**src/rtl/seg7_time_scan.sv**
```systemverilog
// rtl/seg7_time_scan.sv - six-digit multiplexed 7-seg driver with per-frame coherent time snapshot
// Optional LEAD_ZERO_BLANK_EN: blank the hour-tens digit when it is zero.
module seg7_time_scan #(
  parameter int SCAN_DIV = 200_000,
  parameter int GUARD    = 2
) (
  input  logic            clk,
  input  logic            resetn,
  input  logic [1:0][3:0] hour,
  input  logic [1:0][3:0] minute,
  input  logic [1:0][3:0] second,
  output logic [5:0]      an,
  output logic [6:0]      seg,
  output logic            dp
);

  localparam int CW = (SCAN_DIV > 1) ? $clog2(SCAN_DIV) : 1;
  localparam logic [CW-1:0] CNT_LAST = CW'(SCAN_DIV - 1);
  localparam logic [CW-1:0] GUARD_C  = CW'(GUARD);

  logic [CW-1:0] cnt;
  logic [2:0]    idx;
  logic [23:0]   snap;
  logic [3:0]    digit;
  logic          in_guard;
  logic          blank;
  logic          slot_end;

  function automatic logic [6:0] decode(input logic [3:0] d);
    case (d)
      4'd0:    decode = 7'h3F;
      4'd1:    decode = 7'h06;
      4'd2:    decode = 7'h5B;
      4'd3:    decode = 7'h4F;
      4'd4:    decode = 7'h66;
      4'd5:    decode = 7'h6D;
      4'd6:    decode = 7'h7D;
      4'd7:    decode = 7'h07;
      4'd8:    decode = 7'h7F;
      4'd9:    decode = 7'h6F;
      default: decode = 7'h40;
    endcase
  endfunction

  always_comb begin
    digit = snap[3:0];
    case (idx)
      3'd1:    digit = snap[7:4];
      3'd2:    digit = snap[11:8];
      3'd3:    digit = snap[15:12];
      3'd4:    digit = snap[19:16];
      3'd5:    digit = snap[23:20];
      default: digit = snap[3:0];
    endcase
  end

  assign in_guard = (cnt < GUARD_C);
  assign slot_end = (cnt == CNT_LAST);

`ifdef LEAD_ZERO_BLANK_EN
  assign blank = (idx == 3'd5) && (snap[23:20] == 4'd0);
`else
  assign blank = 1'b0;
`endif

  // Snapshot is taken only at the very last cycle of the frame so every frame shows one time.
  always_ff @(posedge clk) begin
    if (!resetn) begin
      cnt  <= '0;
      idx  <= '0;
      snap <= '0;
      an   <= '0;
      seg  <= '0;
      dp   <= 1'b0;
    end else begin
      cnt <= slot_end ? '0 : cnt + 1'b1;
      if (slot_end) begin
        idx <= (idx == 3'd5) ? 3'd0 : idx + 3'd1;
        if (idx == 3'd5)
          snap <= {hour, minute, second};
      end
      an  <= in_guard ? 6'd0 : (6'd1 << idx);
      seg <= blank ? 7'd0 : decode(digit);
      dp  <= !in_guard && ((idx == 3'd4) || (idx == 3'd2)) && !snap[0];
    end
  end

endmodule

```
**config.mk**
```make
export PLATFORM = sky130hd
export DESIGN_NAME = seg7_time_scan
export DESIGN_NICKNAME = d
export VERILOG_FILES = /design/src/rtl/seg7_time_scan.sv
export SDC_FILE = /design/constraint.sdc
export NUM_CORES = 1
export LEC_CHECK = 0
export BUFFER_PORTS_ARGS = -buffer_cell sky130_fd_sc_hd__buf_2
export CORE_AREA = 4 4 69 84
export CTS_CLUSTER_DIAMETER = 50
export DETAILED_ROUTE_END_ITERATION = 12
export DIE_AREA = 0 0 73 88
export HOLD_SLACK_MARGIN = 0.05
export PLACE_DENSITY = 0.77
export RECOVER_POWER = 100
export SYNTH_ARGS = -nofsm -noshare
export SYNTH_HDL_FRONTEND = slang
export SYNTH_SLANG_ARGS = --single-unit
```
**constraint.sdc**
```tcl
create_clock -name clk -period 2.8 [get_ports clk]
set_input_delay 0.28 -clock clk [delete_from_list [all_inputs] [get_ports clk]]
set_output_delay 0.28 -clock clk [all_outputs]
set_load 0.05 [all_outputs]
```
=== Yosys cells after proc, flatten, opt, wreduce, memory -nomap -nowiden ===
Memory sizes are Yosys's and may differ from the RTL's. A register that Yosys moved wholly into a read port is not among the register bits.
Cells that the tools add are included.

* Bitwise logic cells: 1
* Muxes and demuxes: 2
* Order comparisons: 1
* Reductions and logical operators: 9
* Shifts and indexed selects: 1
* $add $sub $neg: 2
* Equality and inequality tests: 6

{| class="wikitable"
|+ Operators by type and width
! operator !! count
|-
| 4-bit one-hot mux with 5 select lines || 1
|-
| 18-bit by 1-bit adder with 18-bit output, second input constant || 1
|-
| 18-bit == test, second input constant || 1
|-
| 18-bit by 2-bit < comparator with 1-bit output, second input constant || 1
|-
| 3-bit by 2-bit == test with 1-bit output, second input constant || 2
|-
| 3-bit == test, second input constant || 2
|-
| 1-bit by 3-bit << shifter with 6-bit output, first input constant || 1
|-
| 2-bit OR reduction || 2
|-
| 3-bit by 1-bit adder with 3-bit output, second input constant || 1
|-
| 3-bit by 1-bit == test with 1-bit output, second input constant || 1
|-
| 1-bit logical NOT || 3
|-
| 3-bit 2-to-1 mux || 1
|-
| 1-bit logical AND || 2
|-
| 2-bit AND reduction || 1
|-
| 1-bit logical OR || 1
|-
| 1-bit NOT || 1
|}

* Memories kept: 1
* Register bits after elaboration: 52
* Output and inout bits: 14
* Word-level logic and storage cells: 28
* Bits of input ports: 26
* Memory bits (read-only): 112

{| class="wikitable"
|+ Memory list
! name !! words !! width !! read ports !! clocked after Yosys merged registers in !! wr ports !! RTL line !! source
|-
| (name not given) || 16 || 7 || 1 || 1 || 0 || 30 || <nowiki>case (d)</nowiki>
|}

=== Longest topological paths before layout ===
Gate-level depths: netlist of run 1.

* Depth after elaboration: 4
* Gate-level depth with buffers: 12
* Gate-level depth less buffers: 10

=== Worst setup path after synthesis of run 1 ===
OpenSTA, ideal clock, no wires.

* Path type: register to register
* Start point: register idx[2]
* End point: register seg[5]
* Required time: 2.726 ns
* Period minus slack after synthesis: 2.435 ns
* Stages on the path, launching flop included: 10
* Path buffers: 1
* Setup slack: 0.365 ns
* Library setup time: 0.074 ns
* Arrival: 2.361 ns
* Path through: dfxtp_1 > clkbuf_1 > inv_1 > ha_1 > a22o_1 > o22ai_1 > inv_1 > ha_1 > or3_1 > a31oi_1

* Longest elaborated chain between the ends: 2
* Elaborated cells on any way between the ends: 6
* Those cells by class: eq/ne: 5; mux: 1

{| class="wikitable"
|+ RTL lines
! item !! RTL line !! source
|-
| start, declared || 22 || <nowiki>logic [2:0] idx;</nowiki>
|-
| start signal, assigned || 78 || <nowiki>idx <= (idx == 3'd5) ? 3'd0 : idx + 3'd1;</nowiki>
|-
| 3-bit == test (tied with other cells) || 47 || <nowiki>case (idx)</nowiki>
|-
| 4-bit one-hot mux with 5 select lines (*) || 47 ||
|-
| end, declared || 13 || <nowiki>output logic [6:0] seg,</nowiki>
|}

Mark *: on every way between the ends. The rest lies on a longest branch, timed or not.
A chain may end at the register's enable or synchronous reset.

=== Worst setup path after layout of run 1 ===
* Start point: register idx[0]
* End point: register seg[3]

Same word-level chain as after synthesis.

==> summary.txt, run 1 <==
run status: complete, no violations
post_cts resized: 0
hold_buf cts: 0
CP top delay family: compound AO/OA/AOI/OAI gates
WP depth: 7
Final Hold Fails: 0
placed insts: 390
Reg clk slew, reported paths: 0.06 ns
RSZ-0062 raised after global routing: false
total grt overflow: 0
Die ar.: 6420 um2
Final Setup Violations: 0
sw power: 374 uW
Initial Utilization: 55.4%
internal power: 1540 uW
Routed Antenna Nets: 0
Reg2Reg Setup Slack: 0.40 ns
die extent in y: 88 um
critical path class: reg -> reg
Seq pwr share: 44.7%
Critical Path Source Type: flip-flop
Synth Cell Area: 2740 um2
Crit path required time: 3.06 ns
total of warnings raised by yosys: 0
core area: 4940 um2
Worst Hold Class: in -> reg
Synth Register Bits: 59
total CTS buffers: 9
Synthesized Nets: 334
Area growth syn-to-layout: 11.8%
Hold Path Origin: second[7]
largest net degree at the start of global routing: 29
Final Net Count: 374
post-CTS setup buffer count: 0
gpl congestion: 0.838
IO buf count: 39
Clock Skew: 0.00634 ns
critical path data arrival time: 2.67 ns
Slew HR: 59.3%
Overall Power: 1910 uW
commonest non-fill, non-tap cell in the layout: dfxtp_1
sequential cell area fraction in the yosys report: 43.2%
Reg-to-Reg End: seg[3]
# clock sinks: 59
clock network fraction of design power: 51.2%
Final period util: 85.9%
combinational fraction of design power: 4.1%
initial antenna violation count: 0
layout cell share with drive strength beyond 1: 22.0%
Worst Setup EP: seg[3]
Max clock buf depth: 2
CP max stage cell: dfxtp_1
first-pass GRT wire length: 9.45 mm
Register-to-Register Path Depth: 7
row count: 28
Vias/cell: 5.30
Max-cap violations: 0
H-tree depth: 3
DRT Pass-1 Iters: 4
worst skew pair latency: 0.34 ns
CTS tree: yes
Fin Setup TNS: 0 ns
Critical path origin: idx[0]
DRT iter0 DRCs: 102
FFs w/ async S/R, synth: 0%
mean post-synth cell area: 9.09 um2
Worst Tran Pin Value: 0.614 ns
crit end category: flip-flop
DRC violations left: 0
routed len/inst: 13.6 um
CP Max Fanout: 11
critical path cell sequence: inv_1 -> a221o_1 -> a222oi_1 -> clkbuf_1 -> o21ba_1 -> o21ai_2 -> a211oi_2
die width: 73 um
ant diodes: 0
gr usage total: 19.2%
Non-Filler Instances: 406
final WL: 5.53 mm
Mapped Cells: 301
Crit path largest cell delay: 0.50 ns
main flop type after synthesis: dfxtp_1
fmax: 416 MHz
CP Buf/Inv Count: 2
boundary pin count: 40
Period minus WS final: 2.40 ns
Final Slew Violations: 0
Max VDD drop: 0.000446 V
via count: 2152
cell leakage power: 0.00114 uW
most frequent cells in the layout: dfxtp_1, nand2_1, nor2_1
vias in the first global route: 2181
final core utilization: 61.9%
Post-synth EDFFs: 0
root buffer selected by CTS: clkbuf_8
switching share of power: 19.6%
PD cells: 625 nW/um2
Synth cell types: 47
DP HPWL: 3.99 mm
Worst R2R Start: idx[0]
worst min-delay path by stage:
stage,endpoint,depth (start not counted),slack (ns)
finish,snap[7],3,0.18
global route,snap[7],3,0.17
CTS,snap[2],3,0.17
detailed placement,snap[20],2,0.45
global placement,snap[20],2,0.45
floorplan,snap[0],2,0.41
per-layer routing:
metal	vias up	part of all wire [%]	track usage, %
met5	-	0	0
met2	39	50	32.5
met3	9	4.9	7.12
li1	1109	-	-
met4	0	2.1	9.06
met1	995	43	21.0
cells by family after synthesis:
kind of cell,Yosys count,synth area share [%]
buf+inv,22,6.72
simple gates,135,24.3
fa+ha+maj,7,3.20
mux,2,0.732
xor+xnor,17,5.44
flops,59,43.2
compound gates,59,16.4
synth_stat cells (2+ instances only):
library cell | n | area, um2
and3_1 | 3 | 18.8
nand4_1 | 7 | 43.8
inv_1 | 7 | 26.3
o22ai_1 | 3 | 18.8
o21ai_0 | 5 | 25.0
nor2_1 | 33 | 124
buf_12 | 2 | 40.0
a211oi_2 | 2 | 25.0
a21oi_1 | 14 | 70.1
a211oi_1 | 2 | 15.0
nor4_1 | 3 | 18.8
nand2_1 | 40 | 150
and3_2 | 2 | 15.0
a31oi_1 | 2 | 12.5
dfxtp_1 | 59 | 1180
clkbuf_8 | 4 | 55.1
nand2_2 | 20 | 125
xnor2_1 | 4 | 35.0
mux2i_1 | 2 | 20.0
clkbuf_1 | 4 | 15.0
nor3_1 | 5 | 25.0
nand3_1 | 12 | 60.1
nand2b_1 | 3 | 18.8
or3_1 | 2 | 12.5
a21oi_2 | 20 | 175
a22o_1 | 2 | 17.5
ha_1 | 7 | 87.6
xor2_1 | 13 | 114
power by group through the flow:
stage / Clock, uW / Sequential (uW) / Combinational [uW]
after floorplan: 0 / 894 / 32.3
after global placement: 0 / 873 / 82.8
after detailed placement: 0 / 873 / 82.7
after CTS: 998 / 854 / 82.9
after global routing: 1040 / 855 / 84.7
final: 978 / 854 / 77.7
tightest hold or removal path, cell delays in order:
cell and delay (ns):
buf_2 0.09, nand2_1 0.04, a21oi_1 0.05
state kept, by name, indices dropped and copies added (netlist names):
signal  cells
idx         3
dp          1
an          6
seg         7
snap       24
cnt        18
stage by stage:
step / hold WS, ns / area, um2 / setup WS, ns
floorplan: 0.414 / 2740 / 0.365
global placement: 0.452 / 2880 / 0.590
detailed placement: 0.451 / 2880 / 0.516
CTS: 0.168 / 3140 / 0.510
global route: 0.172 / 3060 / 0.189
finish: 0.181 / 3060 / 0.396
area by class of cell:
cell class                 count  area [um2]
fill                         461        1880
clock inverter                 4        95.1
sequential                    59        1180
multi-input combinational    220        1310
inverter                       8        30.0
tap                           60        75.1
timing repair buffer          43         204
clock buffer                  12         165
Power figures use the tool's default switching activity.
==> inputs of run 2 (changes only) <==
ABC_AREA = 1   (was not set)
CORE_AREA = 4 4 70 84   (was 4 4 69 84)
DIE_AREA = 0 0 74 88   (was 0 0 73 88)
PLACE_DENSITY = 0.76   (was 0.77)
==> run 2 against run 1 <==
Sequential cell count stayed put. Total power is 11% lower. Clock power is 22% lower. Largest cell class unchanged. Largest power group is now registers. Highest routed layer unchanged.
==> summary.txt, run 2 <==
Non-Filler Instances: 492 (+21%)
Seq pwr share: 50.4% (+5.7 points)
critical path class: reg -> reg
Max-cap violations: 0 (unchanged)
total CTS buffers: 9 (unchanged)
Vias/cell: 5.17 (-2.4%)
critical path data arrival time: 2.53 ns (-0.14 ns)
Slew HR: 50.8% (-8.5 points)
largest net degree at the start of global routing: 34 (+17%)
Crit path largest cell delay: 0.46 ns (-0.04 ns)
Final Net Count: 460 (+23%)
routed len/inst: 12.4 um (-9.0%)
DP HPWL: 4.42 mm (+11%)
Synthesized Nets: 420 (+26%)
switching share of power: 24.2% (+4.6 points)
critical path cell sequence: ha_1 -> nand2_1 -> nor3_1 -> nand3_1 -> inv_1 -> nand2_2 -> o21ai_0 -> a21oi_1
core area: 5010 um2 (+1.4%)
CP Max Fanout: 24 (+13)
combinational fraction of design power: 4.6% (+0.5 points)
run status: complete, no violations
ant diodes: 0 (unchanged)
post_cts resized: 0 (unchanged)
total of warnings raised by yosys: 0 (unchanged)
max reg flops: 24 (unchanged)
Worst Tran Pin Value: 0.731 ns (+0.117 ns)
PD cells: 542 nW/um2 (-13%)
vias in the first global route: 2429 (+11%)
Critical Path Source Type: flip-flop
initial antenna violation count: 0 (unchanged)
biggest regs: snap (24), cnt (18), seg (7)
row count: 28 (unchanged)
placed insts: 476 (+22%)
main flop type after synthesis: dfxtp_1
die width: 74 um (+1.4%)
most frequent cells in the layout: nand2_1, dfxtp_1, inv_1
DRC violations left: 0 (unchanged)
Final Setup Violations: 0 (unchanged)
CTS tree: yes
sw power: 410 uW (+9.7%)
Period minus WS final: 2.31 ns (-0.0958 ns)
sequential cell area fraction in the yosys report: 42.7% (-0.47 points)
post-route cell area: 3130 um2 (+2.3%)
IO buf count: 39 (unchanged)
cell leakage power: 0.00132 uW (+16%)
Max VDD drop: 0.000378 V (-15%)
Synth cell types: 33 (-30%)
final WL: 6.10 mm (+10%)
gpl congestion: 0.884 (+5.5%)
pre-CTS setup slack: 0.616 ns (+0.0999 ns)
Clock Skew: 0.0101 ns (+0.00373 ns)
clock network fraction of design power: 45.0% (-6.2 points)
Final Hold Fails: 0 (unchanged)
number of fill cells in the layout: 472 (+2.4%)
Max clock buf depth: 2 (unchanged)
Initial Utilization: 55.2% (-0.17 points)
hold path depth: 3 (unchanged)
total grt overflow: 0 (unchanged)
commonest non-fill, non-tap cell in the layout: nand2_1
DRT iter0 DRCs: 150 (+47%)
worst skew pair latency: 0.34 ns (about the same)
Final Slew Violations: 0 (unchanged)
# clock sinks: 59 (unchanged)
Register-to-Register Path Depth: 8 (+1)
fmax: 433 MHz (+4.1%)
first-pass GRT wire length: 10.2 mm (+8.0%)
Post-synth EDFFs: 0 (unchanged)
via count: 2545 (+18%)
Worst Hold Class: in -> reg
Synth area leader: dfxtp_1
root buffer selected by CTS: clkbuf_8
boundary pin count: 40 (unchanged)
top post-synthesis cells by area: dfxtp_1, nand2_1, inv_1, nor2_1, a21oi_1
Placed Area: 2970 um2 (+3.2%)
setup ws final: 0.492 ns (+0.0958 ns)
Synth Cell Area: 2770 um2 (+1.1%)
Final period util: 82.4% (-3.4 points)
Fin Setup TNS: 0 ns (unchanged)
count leader, synth: nand2_1
Synth Register Bits: 59 (unchanged)
die extent in y: 88 um (unchanged)
Routed Antenna Nets: 0 (unchanged)
internal power: 1280 uW (-16%)
RSZ-0062 raised after global routing: false
crit end category: flip-flop
Crit path required time: 3.02 ns (-0.04 ns)
post-CTS setup buffer count: 0 (unchanged)
Post-synth top cells: nand2_1, dfxtp_1, inv_1, nor2_1, a21oi_1
DRT Pass-1 Iters: 4 (unchanged)
FFs w/ async S/R, synth: 0% (unchanged)
layout cell share with drive strength beyond 1: 12.3% (-9.7 points)
Area growth syn-to-layout: 13.0%
Reg clk slew, reported paths: 0.07 ns (about the same)
final core utilization: 62.4% (+0.51 points)
Largest Register: snap
Mapped Cells: 387 (+29%)
mean post-synth cell area: 7.15 um2 (-21%)
H-tree depth: 3 (unchanged)
gr usage total: 20.4% (+1.2 points)
CP max stage cell: nor3_1
top cell type's share of synthesized area: 42.7% (-0.47 points)
Die ar.: 6510 um2 (+1.4%)
hold_buf cts: 0 (unchanged)
==> run 2: cell types whose count changed after synthesis, moves of 4 or more <==
cell / change
inv_1: +50
nand2_1: +24
a21oi_1: +23
nor2_1: +23
a21oi_2: -20
o21ai_1: +20
nand2_2: -16
nand3_1: +11
xor2_1: -10
buf_2: +5
clkbuf_8: -4
or2_2: +4
==> run 2: kinds of logic (layout without fill, tap and decap cells) <==
| group | count (synthesis) | in the layout | synth area share, % |
|---|---|---|---|
| XOR/XNOR | 5 | 5 | 1.58 |
| flip-flops | 59 | 59 | 42.7 |
| adder cells (fa/ha/maj) | 7 | 7 | 3.17 |
| buffers and inverters | 70 | 115 | 10.6 |
| AO/OA/AOI/OAI | 71 | 71 | 13.6 |
| AND/OR/NAND/NOR | 175 | 175 | 28.4 |
==> run 2: layer usage <==
layer | wire, um | GRT usage, % | vias up | share of wire (%)
met3 | 286 | 6.31 | 11 | 4.7
met2 | 3190 | 36.6 | 42 | 52
met5 | 0 | 0 | - | 0
met4 | 121 | 8.24 | 0 | 2.0
met1 | 2500 | 21.9 | 1175 | 41
li1 | - | - | 1317 | -
==> run 2: path summary, 6_finish.rpt <==
kind	from	end	slack, ns
min reg2reg	snap[0]	dp	0.42
max	cnt[1]	snap[13]	0.49
min	hour[1]	snap[17]	0.22
max reg2reg	cnt[1]	snap[13]	0.49
==> run 2: critical path, delay by kind of cell (launching register included) <==
| family | cells | cell delay [ns] |
|---|---|---|
| flops | 1 | 0.38 |
| fa+ha+maj | 1 | 0.19 |
| compound gates | 2 | 0.34 |
| buf+inv | 1 | 0.18 |
| simple gates | 4 | 1.10 |
==> run 2: final cells by class <==
type                            count  area (um2)  share of cell area [%]
Clock buffer                       10         128                    4.08
Clock inverter                      6        66.3                    2.12
Inverter                           59         223                    7.13
Multi-Input combinational cell    258        1270                    40.6
Sequential cell                    59        1180                    37.8
Tap cell                           60        75.1                    2.40
Timing Repair Buffer               40         185                    5.92
==> run 2: stage by stage <==
stage               power [uW]  hold WS (ns)
finish                    1690         0.217
CTS                       1710         0.195
global route              1760         0.224
detailed placement         955         0.410
global placement           954         0.406
floorplan                  923         0.392
==> run 2: power groups by stage <==
stage | combinational, uW | sequential (uW) | clock, uW
after floorplan | 29.5 | 893 | 0
final | 77.8 | 854 | 762
after global routing | 86.3 | 855 | 816
after CTS | 82.7 | 854 | 776
after global placement | 81.0 | 873 | 0
after detailed placement | 82.1 | 873 | 0
==> inputs of run 3 (changes only) <==
clock period = 2.3 ns   (was 2.8 ns; I/O delays follow)
==> run 3 against run 2 <==
Worst hold slack worse by 0.055 ns. Die area unchanged. Count of clock-buffer cells in the layout unchanged. Combinational power up 26%. First-iteration DRC count up 10%. Register-to-register slack lost 0.22 ns.
==> summary.txt, run 3 (synthesis results as in run 2) <==
run status: complete, no violations
CP Buf/Inv Count: 3 (+2)
Non-Filler Instances: 498 (+1.2%)
Max clock buf depth: 2 (unchanged)
Max VDD drop: 0.000632 V (+67%)
boundary pin count: 40 (unchanged)
critical path cell sequence: inv_1 -> ha_1 -> nand2_1 -> inv_1 -> nor2_1 -> nand2_1 -> nand2_1 -> clkbuf_1 -> ha_1 -> nand3b_1 -> nand2_1 -> nor2_1 -> nor2_1
layout cell share with drive strength beyond 1: 13.2% (+0.97 points)
Crit path largest cell delay: 0.42 ns (-0.04 ns)
Final Hold Fails: 0 (unchanged)
vias in the first global route: 2585 (+6.4%)
CP top delay family: simple AND/OR/NAND/NOR gates
IO buf count: 39 (unchanged)
Period minus WS final: 2.03 ns (-0.275 ns)
biggest regs: snap (24), cnt (18), seg (7)
Critical path origin: idx[2]
Final period util: 88.4% (+6.0 points)
die width: 74 um (unchanged)
root buffer selected by CTS: clkbuf_8
critical path's most frequent cell: nand2_1
H-tree depth: 3 (unchanged)
DRC violations left: 0 (unchanged)
Reg clk slew, reported paths: 0.07 ns (about the same)
area occupied by multi-input gates: 1280 um2 (+1.3%)
ant diodes: 0 (unchanged)
Reg area: 1180 um2 (+0.11%)
most frequent cells in the layout: nand2_1, inv_1, dfxtp_1
Initial Utilization: 55.2% (unchanged)
via count: 2597 (+2.0%)
Worst R2R Start: idx[2]
final core utilization: 63.9% (+1.5 points)
total CTS buffers: 9 (unchanged)
Final Setup Violations: 0 (unchanged)
CP max stage cell: dfxtp_2
largest net degree at the start of global routing: 25 (-26%)
cell leakage power: 0.00137 uW (+3.6%)
DRT Pass-1 Iters: 4 (unchanged)
commonest non-fill, non-tap cell in the layout: nand2_1
core area: 5010 um2 (unchanged)
total grt overflow: 0 (unchanged)
first-pass GRT wire length: 10.7 mm (+4.4%)
setup ws final: 0.267 ns (-0.225 ns)
Die ar.: 6510 um2 (unchanged)
gpl congestion: 0.883 (-0.11%)
Slew HR: 60.3% (+9.5 points)
post-CTS setup buffer count: 0 (unchanged)
critical path class: reg -> reg
CTS tree: yes
row count: 28 (unchanged)
Area growth syn-to-layout: 15.8%
initial antenna violation count: 0 (unchanged)
Worst Hold Class: in -> reg
Fin Setup TNS: 0 ns (unchanged)
Critical Path Source Type: flip-flop
critical path data arrival time: 2.27 ns (-0.26 ns)
PD cells: 685 nW/um2 (+26%)
Worst Tran Pin Value: 0.599 ns (-0.132 ns)
Hold Path Origin: minute[4]
RSZ-0062 raised after global routing: false
die extent in y: 88 um (unchanged)
Crit path required time: 2.54 ns (-0.48 ns)
Largest Register: snap
pre-CTS setup slack: 0.230 ns (-0.386 ns)
Vias/cell: 5.21 (+0.81%)
Final Net Count: 466 (+1.3%)
number of fill cells in the layout: 486 (+3.0%)
DRT iter0 DRCs: 165 (+10%)
crit end category: flip-flop
# clock sinks: 59 (unchanged)
final WL: 6.26 mm (+2.7%)
worst skew pair latency: 0.34 ns (about the same)
max reg flops: 24 (unchanged)
Routed Antenna Nets: 0 (unchanged)
DP HPWL: 4.48 mm (+1.4%)
placed insts: 482 (+1.3%)
CP Max Fanout: 11 (-54%)
gr usage total: 21.4% (+0.95 points)
Max-cap violations: 0 (unchanged)
Final Slew Violations: 0 (unchanged)
fmax: 492 MHz (+14%)
Clock Skew: 0.00662 ns (-0.00346 ns)
routed len/inst: 12.6 um (+1.4%)
==> run 3: cell count changes in the layout (fill, tap and decap cells not counted), sizes merged <==
cell      before  now
bufinv         1    2
buf           26   27
clkinvlp       3    2
clkbuf        24   29
==> run 3: timing repair <==
action                     CTS  global route
hold endpoints to repair     0             0
setup endpoints to repair    0             3
gates resized for setup      0             1
hold buffers                 0             0
==> run 3: path summary, 6_finish.rpt <==
| check | cells past startpoint | end | slack (ns) |
|---|---|---|---|
| setup / recovery | 13 | seg[0] | 0.27 |
| hold / removal | 3 | snap[12] | 0.16 |
| setup reg to reg | 13 | seg[0] | 0.27 |
| hold reg to reg | 1 | dp | 0.44 |
==> run 3: worst reg2reg max path, stage by stage, from the launching register on <==
cell	delay, ns
dfxtp_2	0.42
inv_1	0.18
ha_1	0.28
nand2_1	0.08
inv_1	0.03
nor2_1	0.09
nand2_1	0.06
nand2_1	0.07
clkbuf_1	0.23
ha_1	0.19
nand3b_1	0.11
nand2_1	0.06
nor2_1	0.10
nor2_1	0.04
==> run 3: power breakdown <==
| group | total, uW | switching (uW) | internal [uW] |
|---|---|---|---|
| combinational | 98.2 | 65.5 | 32.8 |
| clock | 1060 | 418 | 638 |
| sequential | 1040 | 6.36 | 1030 |
| total | 2190 | 489 | 1700 |
==> run 3: layer usage <==
metal | track usage, % | share of wire, % | vias to the layer above
met4 | 9.72 | 3.0 | 0
met1 | 21.9 | 40 | 1181
met5 | 0 | 0 | -
met3 | 6.66 | 4.2 | 21
li1 | - | - | 1335
met2 | 39.0 | 52 | 60
==> run 3: final cells by class <==
class	count	area share, %
Multi-Input combinational cell	258	40.1
Sequential cell	59	36.9
Inverter	59	6.96
Timing Repair Buffer	46	6.60
Clock buffer	10	4.30
Clock inverter	6	2.77
Tap cell	60	2.34
==> run 3: per-stage QoR <==
stage | area, um2 | hold slack, ns | power [uW]
detailed placement | 3020 | 0.410 | 1170
global route | 3200 | 0.168 | 2280
finish | 3200 | 0.162 | 2190
floorplan | 2770 | 0.392 | 1120
CTS | 3240 | 0.138 | 2220
global placement | 3020 | 0.406 | 1170
